### src/rtl/serial_add_ctrl.sv
`default_nettype none
// ============================================================================
//  Module      : serial_add_ctrl
//  Description : Bit-serial adder sequencer. One shared 1-bit full-adder cell
//                (two half-adders plus a carry flop) adds two WIDTH-bit
//                operands LSB first, one bit per clock, behind a start/done
//                handshake.
//  Revision    : 1.0 - initial release
// ============================================================================

// Half-adder cell; two of these form the shared full adder.
module half_tasizan (
    input  logic x,
    input  logic y,
    output logic s,
    output logic c
);
    assign s = x ^ y;
    assign c = x & y;
endmodule

module serial_add_ctrl #(
    parameter int WIDTH = 8
) (
    input  logic             clk,
    input  logic             rst_n,
    input  logic             start,
    input  logic [WIDTH-1:0] a,
    input  logic [WIDTH-1:0] b,
    output logic             busy,
    output logic             done,
    output logic [WIDTH-1:0] sum,
    output logic             cout,
    output logic             ovf
);

    localparam int CNT_W = $clog2(WIDTH + 1);
    localparam logic [CNT_W-1:0] C_LAST = CNT_W'(WIDTH - 1);
    localparam logic [CNT_W-1:0] C_ONE  = CNT_W'(1);

    typedef enum logic [0:0] {
        ST_IDLE = 1'b0,
        ST_RUN  = 1'b1
    } state_t;

    state_t             r_state;
    state_t             w_state_next;
    logic               w_accept;
    logic               w_last;

    logic [WIDTH-1:0]   r_a;
    logic [WIDTH-1:0]   r_b;
    logic               r_carry;
    logic [CNT_W-1:0]   r_cnt;
    logic [WIDTH-1:0]   r_sum;
    logic               r_cout;
    logic               r_ovf;
    logic               r_done;

    logic               w_s1;
    logic               w_c1;
    logic               w_s;
    logic               w_c2;
    logic               w_cout;
    logic [WIDTH-1:0]   w_acc_next;

    // Shared full-adder cell built from two half-adders.
    half_tasizan u_ha0 (
        .x (r_a[0]),
        .y (r_b[0]),
        .s (w_s1),
        .c (w_c1)
    );

    half_tasizan u_ha1 (
        .x (w_s1),
        .y (r_carry),
        .s (w_s),
        .c (w_c2)
    );

    assign w_cout = w_c1 | w_c2;

    // Result shift register: the new sum bit enters at the MSB end so that
    // after WIDTH shifts the LSB computed first sits at bit 0.
    generate
        if (WIDTH == 1) begin : g_acc_single
            assign w_acc_next = w_s;
        end else begin : g_acc_wide
            logic [WIDTH-2:0] r_acc;

            assign w_acc_next = {w_s, r_acc};

            // Holds the sum bits produced so far, upper-aligned.
            always_ff @(posedge clk) begin
                if (!rst_n) begin
                    r_acc <= '0;
                end else if (r_state == ST_RUN) begin
                    r_acc <= w_acc_next[WIDTH-1:1];
                end
            end
        end
    endgenerate

    // State register.
    always_ff @(posedge clk) begin
        if (!rst_n) begin
            r_state <= ST_IDLE;
        end else begin
            r_state <= w_state_next;
        end
    end

    // Next-state logic plus accept / last-bit decode.
    always_comb begin
        w_state_next = r_state;
        w_accept     = 1'b0;
        w_last       = 1'b0;
        case (r_state)
            ST_IDLE: begin
                if (start) begin
                    w_accept     = 1'b1;
                    w_state_next = ST_RUN;
                end
            end
            ST_RUN: begin
                if (r_cnt == C_LAST) begin
                    w_last       = 1'b1;
                    w_state_next = ST_IDLE;
                end
            end
            default: begin
                w_state_next = ST_IDLE;
            end
        endcase
    end

    // Operand shifting, carry/counter update and result capture on completion.
    always_ff @(posedge clk) begin
        if (!rst_n) begin
            r_a     <= '0;
            r_b     <= '0;
            r_carry <= 1'b0;
            r_cnt   <= '0;
            r_sum   <= '0;
            r_cout  <= 1'b0;
            r_ovf   <= 1'b0;
            r_done  <= 1'b0;
        end else begin
            r_done <= 1'b0;
            if (w_accept) begin
                r_a     <= a;
                r_b     <= b;
                r_carry <= 1'b0;
                r_cnt   <= '0;
            end else if (r_state == ST_RUN) begin
                r_a     <= r_a >> 1;
                r_b     <= r_b >> 1;
                r_carry <= w_cout;
                r_cnt   <= r_cnt + C_ONE;
                if (w_last) begin
                    // Carry into the MSB is the carry flop before this edge.
                    r_sum  <= w_acc_next;
                    r_cout <= w_cout;
                    r_ovf  <= r_carry ^ w_cout;
                    r_done <= 1'b1;
                end
            end
        end
    end

    assign busy = (r_state == ST_RUN);
    assign done = r_done;
    assign sum  = r_sum;
    assign cout = r_cout;
    assign ovf  = r_ovf;

endmodule
`default_nettype wire

### config.mk
export PLATFORM = sky130hd
export DESIGN_NAME = serial_add_ctrl
export DESIGN_NICKNAME = d
export VERILOG_FILES = /design/src/rtl/serial_add_ctrl.sv
export SDC_FILE = /design/constraint.sdc
export NUM_CORES = 1
export LEC_CHECK = 0
export ABC_CLOCK_PERIOD_IN_PS = 3900
export BUFFER_PORTS_ARGS = -buffer_cell sky130_fd_sc_hd__buf_2
export CORE_ASPECT_RATIO = 0.8
export CORE_MARGIN = 5
export CORE_UTILIZATION = 57
export DETAILED_ROUTE_END_ITERATION = 10
export GPL_TIMING_DRIVEN = 0
export PLACE_DENSITY = 0.8
export REMOVE_ABC_BUFFERS = 1
export SETUP_SLACK_MARGIN = 0.1
export SLEW_MARGIN = 20
export SYNTH_ARGS = -nofsm -noshare
export SYNTH_HDL_FRONTEND = slang
export SYNTH_SLANG_ARGS = --single-unit
### constraint.sdc
create_clock -name clk -period 3.9 [get_ports clk]
set_input_delay 0.195 -clock clk [delete_from_list [all_inputs] [get_ports clk]]
set_output_delay 0.195 -clock clk [all_outputs]
set_load 0.005 [all_outputs]
==> flow_results.org, run 1 <==
** STA
- Setup repair after global routing left no endpoint under its margin.
- Max frequency :: 0.5205 GHz
- After layout, the worst path uses 49.26% of the clock period.
- Number of slew-limit violations in the final report :: 0
- Adding up every negative setup slack in the final design gives 0 ps.
- Worst hold slack :: 80.89 ps
- Clock Skew :: 6.135 ps
- Setup WS post-layout :: 1979 ps
- Tightest Pin Transition :: 813.5 ps
- Number of endpoints failing setup at the final stage :: 0
- Fin crit period :: 1921 ps
- The worst pin sits at a relative slew slack of 45.77%.
- Final hold vios :: 0

** Worst setup path
- Worst setup startpoint :: busy$_SDFF_PN0_
- The critical path in this run is classified as flip-flop to flip-flop.
- CP Max Fanout :: 34
- The worst setup path is captured at a flip-flop.
- Reg-to-reg critical path startpoint :: busy$_SDFF_PN0_
- Critical path launch point type :: flip-flop
- At the worst endpoint, the arrival time is 2210 ps.
- Required time of the critical path :: 4190 ps

** GRT
- Antenna violations before repair :: 0
- Entering global routing, the biggest net connects 35 pins.
- Vias in the first global route :: 1049
- Overall overflow remaining after global route :: 0
- The first global-routing pass estimated 4526 µm of wire.
- Across every metal layer, demand over resource in global routing totals 14.61%.

** Power and ir drop
- Across the VDD grid, the largest voltage drop is 0.0002594 V.
- Sequential power share :: 61.5%
- Portion of total power attributed to the clock network :: 29.6%
- Int Pwr :: 0.5451 mW
- Areal power density over the cells :: 395.2 mW/mm²
- LEAKAGE :: 0.8167 nW
- Combinational logic is responsible for 8.8% of the overall power.
- In this run switching power makes up 23.65% of total power.
- Summed over all nets, the switching power comes to 0.1689 mW.
- Summing internal, switching and leakage power gives 0.7140 mW.

** Die
- The initial utilization of the core area, before any placement, comes to 58.96%.
- The initialized floorplan defines 17 standard-cell rows.
- Core Region :: 0.002723 mm²
- Die area :: 0.003984 mm²
- I/O pin count :: 31
- Chip Width :: 69.33 µm
- Die height :: 57.47 µm

** Layout
- Post-route cell area :: 0.001807 mm²
- Antenna diode count :: 0
- Final Util :: 66.36%
- The finished layout holds 214 standard cells, fillers aside.
- Ratio of cells with drive above 1 in the final layout :: 30.11%
- Relative to the synthesized area, the layout overhead comes to 12.55%.
- Filler Cells Inserted :: 239
- Net total in the final layout :: 196

** Placement
- Counting tap cells, the placed design contains a total of 206 instances.
- Port bufs :: 30
- Half-perimeter wire length after placement :: 1907 µm
- Cell Area, Placed :: 0.001745 mm²
- Place WS :: 1927 ps
- At the end of routability-driven placement, the weighted congestion stood at 0.7057.

** Clock network
- The root buffer cell chosen for the clock tree is clkbuf_4.
- Hold Buf Count CTS :: 0
- After clock tree synthesis, the repair step resized 0 gates.
- Clock tree from TritonCTS :: yes
- H-tree levels :: 2
- Clk_lat worst skew :: 340 ps
- The clock net in this run drives a total of 40 sinks.
- In this run the post-CTS setup repair buffer count came out at 0.
- Clock Path Buffers :: 2
- TritonCTS created 5 clock buffers.
- Clock-pin slew was measured on the worst setup and hold paths at 110 ps.

** Logic synthesis
- In the synthesized netlist, the number of instances is 148.
- XOR/XNOR share of the synthesized area :: 1.091%
- Portion of the post-synthesis area used by sequential elements :: 49.88%
- Summing the areas of all compound-gate instances in the mapped netlist gives 7.482% of the synthesized area.
- dfxtp_1 takes more of the synthesized area than any other cell.
- In this run, synthesis produced a sequential element count of 40.
- Summing the areas of all fa, ha and maj instances in the mapped netlist gives 2.027% of the synthesized area.
- The netlist uses 23 different library cells.
- After synthesis, the largest area contributor takes up 49.88% of total cell area.
- The cell area that synthesis handed to floorplanning was 0.001605 mm².
- Yosys Warn Count :: 0
- The average instance in the mapped netlist occupies 10.85 µm².
- Combinational family with the most area after synthesis :: multiplexers
- After Yosys synthesis, and, or, nand and nor cells account for 10.83% of the synthesized area.
- Portion of netlist area occupied by mux cells :: 24.79%
- Main area contributors after synthesis :: dfxtp_1 (50%), mux2i_1 (15%), mux2_2 (9.8%)

** Run status
- Run status :: finished clean

** Job
- Across the run, the number of max-cap violations was 0.

** Detailed routing
- Vias :: 1101
- DRC violation count after routing :: 0
- After the first detailed-routing iteration, the DRC count stood at 41.
- Detail-routed via count per cell :: 5.145
- Routed WL :: 2684 µm
- The pre-antenna-repair detailed-routing pass consisted of 4 iterations.
- Number of nets still failing antenna checks after routing :: 0
- In the final routed layout, each cell accounts on average for 12.54 µm.

** Hold path
- Worst hold path class :: input pin to flip-flop
- Worst hold start :: a[7]
==> power by group through the flow <==
| stage | clock network, mW | logic, mW | registers [mW] |
|---|---|---|---|
| 2_1_floorplan | 0 | 0.0442 | 0.444 |
| 3_3_place_gp | 0 | 0.0611 | 0.447 |
| 3_5_place_dp | 0 | 0.0636 | 0.449 |
| 4_1_cts | 0.222 | 0.0639 | 0.439 |
| 5_1_grt | 0.240 | 0.0705 | 0.442 |
| 6_report | 0.212 | 0.0631 | 0.439 |
==> worst paths after layout <==
path | slack [ps] | end | cells after the start
max | 1980 | sum[2]$_SDFFE_PN0P_ | 3
max reg2reg | 1980 | sum[2]$_SDFFE_PN0P_ | 3
min | 80 | r_a[7]$_SDFFE_PN0P_ | 3
min reg2reg | 490 | sum[1]$_SDFFE_PN0P_ | 1
==> worst max-delay path: stages (launching register included) <==
cell and delay [ps]:
dfxtp_2 880, nand4b_1 190, nor2_1 570, a22o_1 220
==> cells by family (layout without fill, tap and decap cells) <==
kind of cell,Yosys count,in the layout
flip-flops,40,40
AND/OR/NAND/NOR,39,39
multiplexers,38,38
AO/OA/AOI/OAI,16,16
buffers and inverters,11,39
adder cells (fa/ha/maj),2,2
XOR/XNOR,2,2
==> flip-flops by register name, summed over array words and instances (netlist names) <==
register / count
cout: 1
ovf: 1
done: 1
sum: 8
r_a: 8
r_carry: 1
r_cnt: 4
r_b: 8
g_acc_wide.r_acc: 7
busy: 1
==> Yosys cell counts, drive strengths merged <==
cell / number
o21a: 1
mux2i: 24
ha: 1
nor2b: 2
and2: 1
fa: 1
nor3b: 3
xor2: 2
o21ai: 1
nand2b: 1
nand2: 1
clkbuf: 2
dfxtp: 40
a22o: 10
nor2: 29
nand4b: 1
clkinv: 1
mux2: 14
nand3: 1
a21oi: 4
buf: 8
==> routing by layer <==
layer | vias up | wire (µm) | GRT usage [%]
met5 | - | 0 | 0
met4 | 0 | 54 | 10.03
met3 | 5 | 148 | 5.106
met2 | 23 | 1258 | 23.91
met1 | 506 | 1222 | 16.09
li1 | 567 | - | -
==> cell usage in the layout, fill, tap and decap left out <==
| cell type | netlist | final |
|---|---|---|
| nand4b_1 | 1 | 1 |
| nand3_1 | 1 | 1 |
| dfxtp_2 | 0 | 1 |
| o21ai_0 | 1 | 1 |
| clkinv_2 | 0 | 2 |
| a21oi_1 | 4 | 4 |
| nor2_1 | 29 | 29 |
| and2_1 | 1 | 1 |
| nor2b_1 | 2 | 2 |
| buf_2 | 5 | 30 |
| ha_1 | 1 | 1 |
| mux2_2 | 14 | 14 |
| a22o_1 | 10 | 10 |
| clkbuf_4 | 0 | 5 |
| clkbuf_8 | 0 | 1 |
| mux2i_1 | 24 | 24 |
| nand2_1 | 1 | 1 |
| xor2_1 | 2 | 2 |
| nor3b_1 | 3 | 3 |
| dfxtp_1 | 40 | 39 |
| clkinv_1 | 1 | 1 |
| fa_1 | 1 | 1 |
| nand2b_1 | 1 | 1 |
| o21a_1 | 1 | 1 |
==> area by class of cell <==
| class | instances | area (µm²) | share of cell area [%] |
|---|---|---|---|
| Sequential cell | 40 | 802.0 | 44.39 |
| Multi-Input combinational cell | 97 | 742.0 | 41.07 |
| Timing Repair Buffer | 30 | 150.1 | 8.310 |
| Clock buffer | 6 | 51.30 | 2.839 |
| Tap cell | 38 | 47.55 | 2.632 |
| Clock inverter | 2 | 10.01 | 0.5540 |
| Inverter | 1 | 3.754 | 0.2078 |
No activity file was read; power rests on OpenSTA's default activity.
==> inputs of run 2 (changes only) <==
--- a/config.mk
+++ b/config.mk
@@ -5,14 +5,14 @@
 export SDC_FILE = /design/constraint.sdc
 export NUM_CORES = 1
 export LEC_CHECK = 0
-export ABC_CLOCK_PERIOD_IN_PS = 3900
+export ABC_CLOCK_PERIOD_IN_PS = 1760
 export BUFFER_PORTS_ARGS = -buffer_cell sky130_fd_sc_hd__buf_2
 export CORE_ASPECT_RATIO = 0.8
 export CORE_MARGIN = 5
-export CORE_UTILIZATION = 57
+export CORE_UTILIZATION = 48
 export DETAILED_ROUTE_END_ITERATION = 10
 export GPL_TIMING_DRIVEN = 0
-export PLACE_DENSITY = 0.8
+export PLACE_DENSITY = 0.72
 export REMOVE_ABC_BUFFERS = 1
 export SETUP_SLACK_MARGIN = 0.1
 export SLEW_MARGIN = 20
==> constraint.sdc (replaced) <==
create_clock -name clk -period 1.76 [get_ports clk]
set_input_delay 0.088 -clock clk [delete_from_list [all_inputs] [get_ports clk]]
set_output_delay 0.088 -clock clk [all_outputs]
set_load 0.005 [all_outputs]
==> flow_results.org, run 2 (same netlist as run 1, synthesis figures left out) <==
** GRT
- The met2 demand-to-capacity share in global routing was 24.03% (+0.12 points).
- Total track usage :: 14.55% (-0.056 points)
- The initial antenna violation count was 0 (unchanged).
- Routing layer with the top usage in global route :: met2
- The number of global-route vias before repair is 1134 (+8.1%).
- Overall overflow remaining after global route :: 0 (unchanged)
- The met1 layer usage reported by global route is 17.47% (+1.4 points).
- The global routing met3 resource utilization was 5.949% (+0.84 points).
- The largest net degree at the start of global routing came to 27 (-23%).
- Wire length of the first global-routing pass :: 5071 µm (+12%)

** Clock network
- The clock insertion delay at the later pin of the skew report was 280 ps (-60 ps).
- The maximum number of buffers from clock root to sink was 2 (unchanged).
- H-tree levels :: 2 (unchanged)
- The number of cells upsized or downsized after cts was 1 (+1).
- The setup fix buffers added after clock tree synthesis is 0 (unchanged).
- The sink count of the clock tree was 40 (unchanged).
- The root buffer cell chosen for the clock tree is clkbuf_8.
- Number of buffers inserted during clock tree synthesis :: 5 (unchanged)
- The number of buffers inserted by hold repair at cts is 0 (unchanged).
- Post-CTS clock slew at the launch and capture registers of the worst setup and hold paths :: 70 ps (-40 ps)
- TritonCTS built the clock tree.

** Power and ir drop
- Peak supply drop :: 0.0005669 V (+120%)
- The share of power burned in the clock network was 31.8% (+2.2 points).
- The internal power contribution came to 1.277 mW (+130%).
- Switching portion of total power :: 22.32% (-1.3 points)
- The static leakage power is 0.8237 nW (+0.85%).
- The total design power was 1.644 mW (+130%).
- Sequential power share :: 58.4% (-3.1 points)
- Comb power frac :: 9.7% (+0.9 points)
- Switching power :: 0.3671 mW (+120%)
- The cell area power density is 892.8 mW/mm² (+130%).

** Worst setup path
- CP peak stage delay :: 440 ps (-440 ps)
- The number of stages on the worst setup path is 4 (+1).
- Critical path launch point type :: flip-flop
- Cell class contributing the biggest share of worst-path delay :: simple AND/OR/NAND/NOR gates
- The maximum fanout encountered on the critical timing path came to 26 (-24%).
- Worst R2R Path Depth :: 4 (+1)
- Endpoint class of the critical path :: flip-flop
- The worst path arrival time came to 1710 ps (-500 ps).
- Required time of the critical path :: 1930 ps (-2260 ps)
- Crit-path slowest cell :: dfxtp_4
- The signal on the critical path passes through buf_12 > nand4b_1 > and2_1 > a22o_1.
- The worst setup path is of the flip-flop to flip-flop kind.
- CP bufs+invs :: 1 (+1)

** Placement
- Port bufs :: 30 (unchanged)
- Place WS :: -153.6 ps (-2081 ps)
- The final weighted congestion in routability-driven placement came to 0.7125 (+0.96%).
- The placed wire-length estimate was 2031 µm (+6.5%).

** Hold path
- The path class of the tightest hold or removal check is input pin to flip-flop.
- The instance count along the most critical hold path was 3 (unchanged).

** Detailed routing
- Vias :: 1109 (+0.73%)
- The aggregate routed wire length was 2858 µm (+6.5%).
- Number of nets still failing antenna checks after routing :: 0 (unchanged)
- The number of violations reported at the end of detailed-routing iteration 0 came to 31 (-24%).
- The first-pass detailed-route iteration total was 4 (unchanged).
- Detail-routed via count per cell :: 5.182 (+0.73%)
- The number of DRC violations after detailed routing is 0 (unchanged).
- WL per Instance :: 13.36 µm (+6.5%)

** STA
- Clock Skew :: 5.222 ps (-0.9128 ps)
- The relative slew slack came to 52.43% (+6.7 points).
- Number of endpoints failing setup at the final stage :: 0 (unchanged)
- Final hold vios :: 0 (unchanged)
- The final worst setup slack is 220.0 ps (-1759 ps).
- The shortest clock period the worst path allows after layout was 1540 ps (-381.1 ps).
- The transition time at the pin with the least slew margin is 709.1 ps (-104.4 ps).
- Unrepaired setup endpoints after global routing :: no
- Number of slew-limit violations in the final report :: 0 (unchanged)
- Period utilisation layout :: 87.50% (+38 points)
- Max frequency :: 0.6494 GHz (+25%)

** Die
- The number of I/O pins was 31 (unchanged).
- The core area came to 0.003153 mm² (+16%).
- The placement row count was 18 (+1).
- Effective utilization at floorplan :: 50.91% (-8.0 points)
- Die height :: 61.73 µm (+7.4%)
- Chip Width :: 74.66 µm (+7.7%)
- Die area :: 0.004608 mm² (+16%)

** Layout
- The filler cell count in the final layout came to 292 (+22%).
- Compared with the post-synthesis result, the final layout area differs by 14.73%.
- The post-layout utilization of the core came to 58.41% (-7.9 points).
- The final net count is 197 (+0.51%).
- Leaving out fill and tap cells, the most frequent cell in the layout is dfxtp_1.
- Most frequent cells in the layout :: dfxtp_1 (39), buf_2 (30), nor2_1 (28), mux2i_1 (24), mux2_2 (14)
- The antenna cell count is 0 (unchanged).
- Ratio of cells with drive above 1 in the final layout :: 29.89% (-0.23 points)

** Run status
- Run status :: finished clean

** Job
- The number of max-cap violations was 0 (unchanged).
run 2: layer usage:
layer  share of wire (%)  routed length [µm]
met1                  45                1291
met2                  48                1372
met3                 5.1                 146
met5                   0                   0
met4                 1.6                  47
run 2: cell type report:
cell class / instances / area (µm²) / area share [%]
timing repair buffer: 31 / 170.2 / 9.239
inverter: 1 / 3.754 / 0.2038
multi-input combinational: 97 / 744.5 / 40.42
sequential: 40 / 804.5 / 43.68
clock buffer: 5 / 68.82 / 3.736
tap: 40 / 50.05 / 2.717
run 2: final timing paths:
kind	startpoint	slack [ps]	end
worst max-delay path	busy$_SDFF_PN0_	220	cout$_SDFFE_PN0P_
worst min-delay path	a[7]	50	r_a[7]$_SDFFE_PN0P_
worst max register to register	busy$_SDFF_PN0_	220	cout$_SDFFE_PN0P_
worst min register to register	sum[3]$_SDFFE_PN0P_	480	sum[3]$_SDFFE_PN0P_
run 2: power by group through the flow:
stage               sequential [mW]  clock [mW]  combinational, mW
finish                        0.961       0.523              0.160
global route                  0.965       0.595              0.178
CTS                           0.961       0.546              0.162
detailed placement            0.982           0              0.161
global placement              0.992           0              0.137
floorplan                     0.985           0             0.0978
run 2: worst reg2reg max path: cells and delay by family (launching register included):
family                 cells  cell delay, ps
flip-flops                 1             440
AND/OR/NAND/NOR            2             480
buffers and inverters      1             210
AO/OA/AOI/OAI              1             290
run 2: stage by stage:
step	hold WS, ps	TNS, ps	cell area (µm²)	instances
2_1_floorplan	226.4	-2694	1546	138
3_3_place_gp	329.9	-10610	1747	208
3_5_place_dp	341.7	-1517	1768	209
4_1_cts	40.46	0	1839	214
5_1_grt	78.42	0	1842	214
6_report	45.07	0	1842	214
==> inputs of run 3 (changes only) <==
--- a/config.mk
+++ b/config.mk
@@ -12,7 +12,7 @@
 export CORE_UTILIZATION = 48
 export DETAILED_ROUTE_END_ITERATION = 10
 export GPL_TIMING_DRIVEN = 0
-export PLACE_DENSITY = 0.72
+export PLACE_DENSITY = 0.85
 export REMOVE_ABC_BUFFERS = 1
 export SETUP_SLACK_MARGIN = 0.1
 export SLEW_MARGIN = 20
==> flow_results.org, run 3 (same netlist as run 1, synthesis figures left out) <==
** Run status
- Run status :: finished clean

** Clock network
- TritonCTS built the clock tree.
- The maximum number of buffers from clock root to sink was 2 (unchanged).
- Clock root cell :: clkbuf_8
- Clk_lat worst skew :: 280 ps (about the same)
- Number of buffers inserted during clock tree synthesis :: 5 (unchanged)
- CTS Sinks :: 40 (unchanged)
- The H-tree depth came to 2 (unchanged).
- Hold Buf Count CTS :: 0 (unchanged)
- The setup fix buffers added after clock tree synthesis came to 0 (unchanged).
- The register clock-pin slew on the reported worst setup and hold paths came to 70 ps (about the same).

** Die
- The placement row count came to 18 (unchanged).
- The x dimension of the die was 74.66 µm (unchanged).
- I/O pin count :: 31 (unchanged)
- The starting density of the core came to 50.91% (unchanged).
- Core Region :: 0.003153 mm² (unchanged)
- Die area :: 0.004608 mm² (unchanged)
- Die height :: 61.73 µm (unchanged)

** Worst setup path
- The worst path arrival time is 1660 ps (-50 ps).
- STA classifies the critical path endpoint as a flip-flop.
- The maximum fanout encountered on the critical timing path was 32 (+23%).
- The worst setup path is launched from a flip-flop.
- Required time of the critical path :: 1930 ps (about the same)
- Startpoint-to-endpoint class of the critical path :: flip-flop to flip-flop

** Placement
- The number of buffers added on ports came to 30 (unchanged).
- Place WS :: -124.0 ps (+29.53 ps)
- Placer Congestion :: 0.6765 (-5.1%)
- The count of placed standard cells including taps came to 209 (unchanged).
- Half-perimeter wire length after placement :: 2056 µm (+1.2%)
- Cell Area, Placed :: 0.001768 mm² (unchanged)

** STA
- Max frequency :: 0.6710 GHz (+3.3%)
- Fin crit period :: 1490 ps (-49.77 ps)
- Setup WS post-layout :: 269.8 ps (+49.77 ps)
- Number of endpoints failing setup at the final stage :: 0 (unchanged)
- Period utilisation layout :: 84.67% (-2.8 points)
- The relative slew slack came to 50.81% (-1.6 points).
- Setup repair after global routing left no endpoint under its margin.
- The transition time at the pin with the least slew margin is 733.4 ps (+24.27 ps).
- Final hold vios :: 0 (unchanged)
- Number of slew-limit violations in the final report :: 0 (unchanged)
- Clock Skew :: 2.739 ps (-2.483 ps)
- Worst hold slack :: 42.96 ps (-2.109 ps)

** GRT
- The global-route wire length before repair came to 4933 µm (-2.7%).
- Pin count of the biggest net entering global routing :: 33 (+22%)
- The global routing met3 resource utilization is 5.788% (-0.16 points).
- Routing layer with the top usage in global route :: met2
- The met2 demand-to-capacity share in global routing was 26.16% (+2.1 points).
- The total routing usage reported by global routing was 14.22% (-0.33 points).
- The met1 layer usage reported by global route came to 14.70% (-2.8 points).
- The number of global-route vias before repair was 1178 (+3.9%).
- Overall overflow remaining after global route :: 0 (unchanged)
- The initial antenna violation count was 0 (unchanged).

** Layout
- Most frequent cells in the layout :: dfxtp_1 (39), buf_2 (30), nor2_1 (28), mux2i_1 (24), mux2_2 (14)
- Antenna diode count :: 0 (unchanged)
- Final Instance Count excl. Fillers :: 216 (+0.93%)
- Syn-to-layout area delta :: 16.29%
- The final net count was 197 (unchanged).
- Ratio of cells with drive above 1 in the final layout :: 30.68% (+0.80 points)
- The area of all placed cells without fillers is 0.001867 mm² (+1.4%).
- The post-layout utilization of the core is 59.21% (+0.79 points).
- Most common cell after layout, fill and taps aside :: dfxtp_1

** Power and ir drop
- The internal power contribution is 1.371 mW (+7.4%).
- The highest ir drop seen on vdd came to 0.0005171 V (-8.8%).
- Portion of total power attributed to the clock network :: 36.3% (+4.5 points)
- The fraction of power consumed by sequential logic is 54.4% (-4.0 points).
- The static leakage power is 0.8377 nW (+1.7%).
- The cell area power density came to 941.1 mW/mm² (+5.4%).
- The switching power share of the total came to 21.94% (-0.38 points).
- Switching power :: 0.3855 mW (+5.0%)
- Comb power frac :: 9.3% (-0.4 points)

** Detailed routing
- The first-pass detailed-route iteration total is 4 (unchanged).
- The detail-routed via count per cell came to 5.194 (+0.24%).
- Routed WL :: 2886 µm (+0.98%)
- The number of DRC violations after detailed routing came to 0 (unchanged).
- The number of violations reported at the end of detailed-routing iteration 0 was 23 (-26%).
- The via count is 1122 (+1.2%).
- The average routed wire per standard cell came to 13.36 µm (about the same).
- Number of nets still failing antenna checks after routing :: 0 (unchanged)

** Job
- The number of max-cap violations is 0 (unchanged).

** Hold path
- Worst hold path class :: input pin to flip-flop
==> run 3: timing repair <==
action,4_1_cts,5_1_grt
resized for setup,0,1
hold endpoints to repair,0,0
setup endpoints to repair,0,10
==> run 3: final timing paths <==
check        cells after the start                   to  slack, ps                        startpoint
min reg2reg                      1  sum[0]$_SDFFE_PN0P_        470  g_acc_wide.r_acc[0]$_SDFFE_PN0P_
min                              3  r_b[7]$_SDFFE_PN0P_         40                              b[7]
max reg2reg                      4  sum[7]$_SDFFE_PN0P_        270                   busy$_SDFF_PN0_
max                              4  sum[7]$_SDFFE_PN0P_        270                   busy$_SDFF_PN0_
==> run 3: critical path, cell delays in order, from the launching register on <==
cell and delay (ps):
dfxtp_2 390, buf_12 230, nand4b_1 160, and2_1 310, a22o_1 280
==> run 3: per-stage QoR <==
stage	power, mW	setup TNS (ps)
3_5_place_dp	1.141	-1157
5_1_grt	1.831	0
6_report	1.757	0
2_1_floorplan	1.083	-2694
4_1_cts	1.769	0
3_3_place_gp	1.126	-8263
==> run 3: layout make-up <==
class	instances	area, µm²
multi-input cells	97	744.5
clock buffers	7	96.34
repair buffers	31	170.2
flip-flops and latches	40	802.0
well taps	40	50.05
fillers	281	1286
inverters	1	3.754
==> run 3: per-layer routing <==
metal / share of wire, % / vias to the layer above
met2: 49 / 31
li1: - / 563
met1: 43 / 526
met5: 0 / -
met4: 0.49 / 0
met3: 7.4 / 2
==> run 3: power groups by stage <==
stage          Clock, mW  Sequential [mW]  Combinational [mW]
5_1_grt            0.690            0.960               0.181
6_report           0.637            0.956               0.164
4_1_cts            0.648            0.956               0.165
2_1_floorplan          0            0.985              0.0978
3_3_place_gp           0            0.991               0.134
3_5_place_dp           0            0.977               0.164
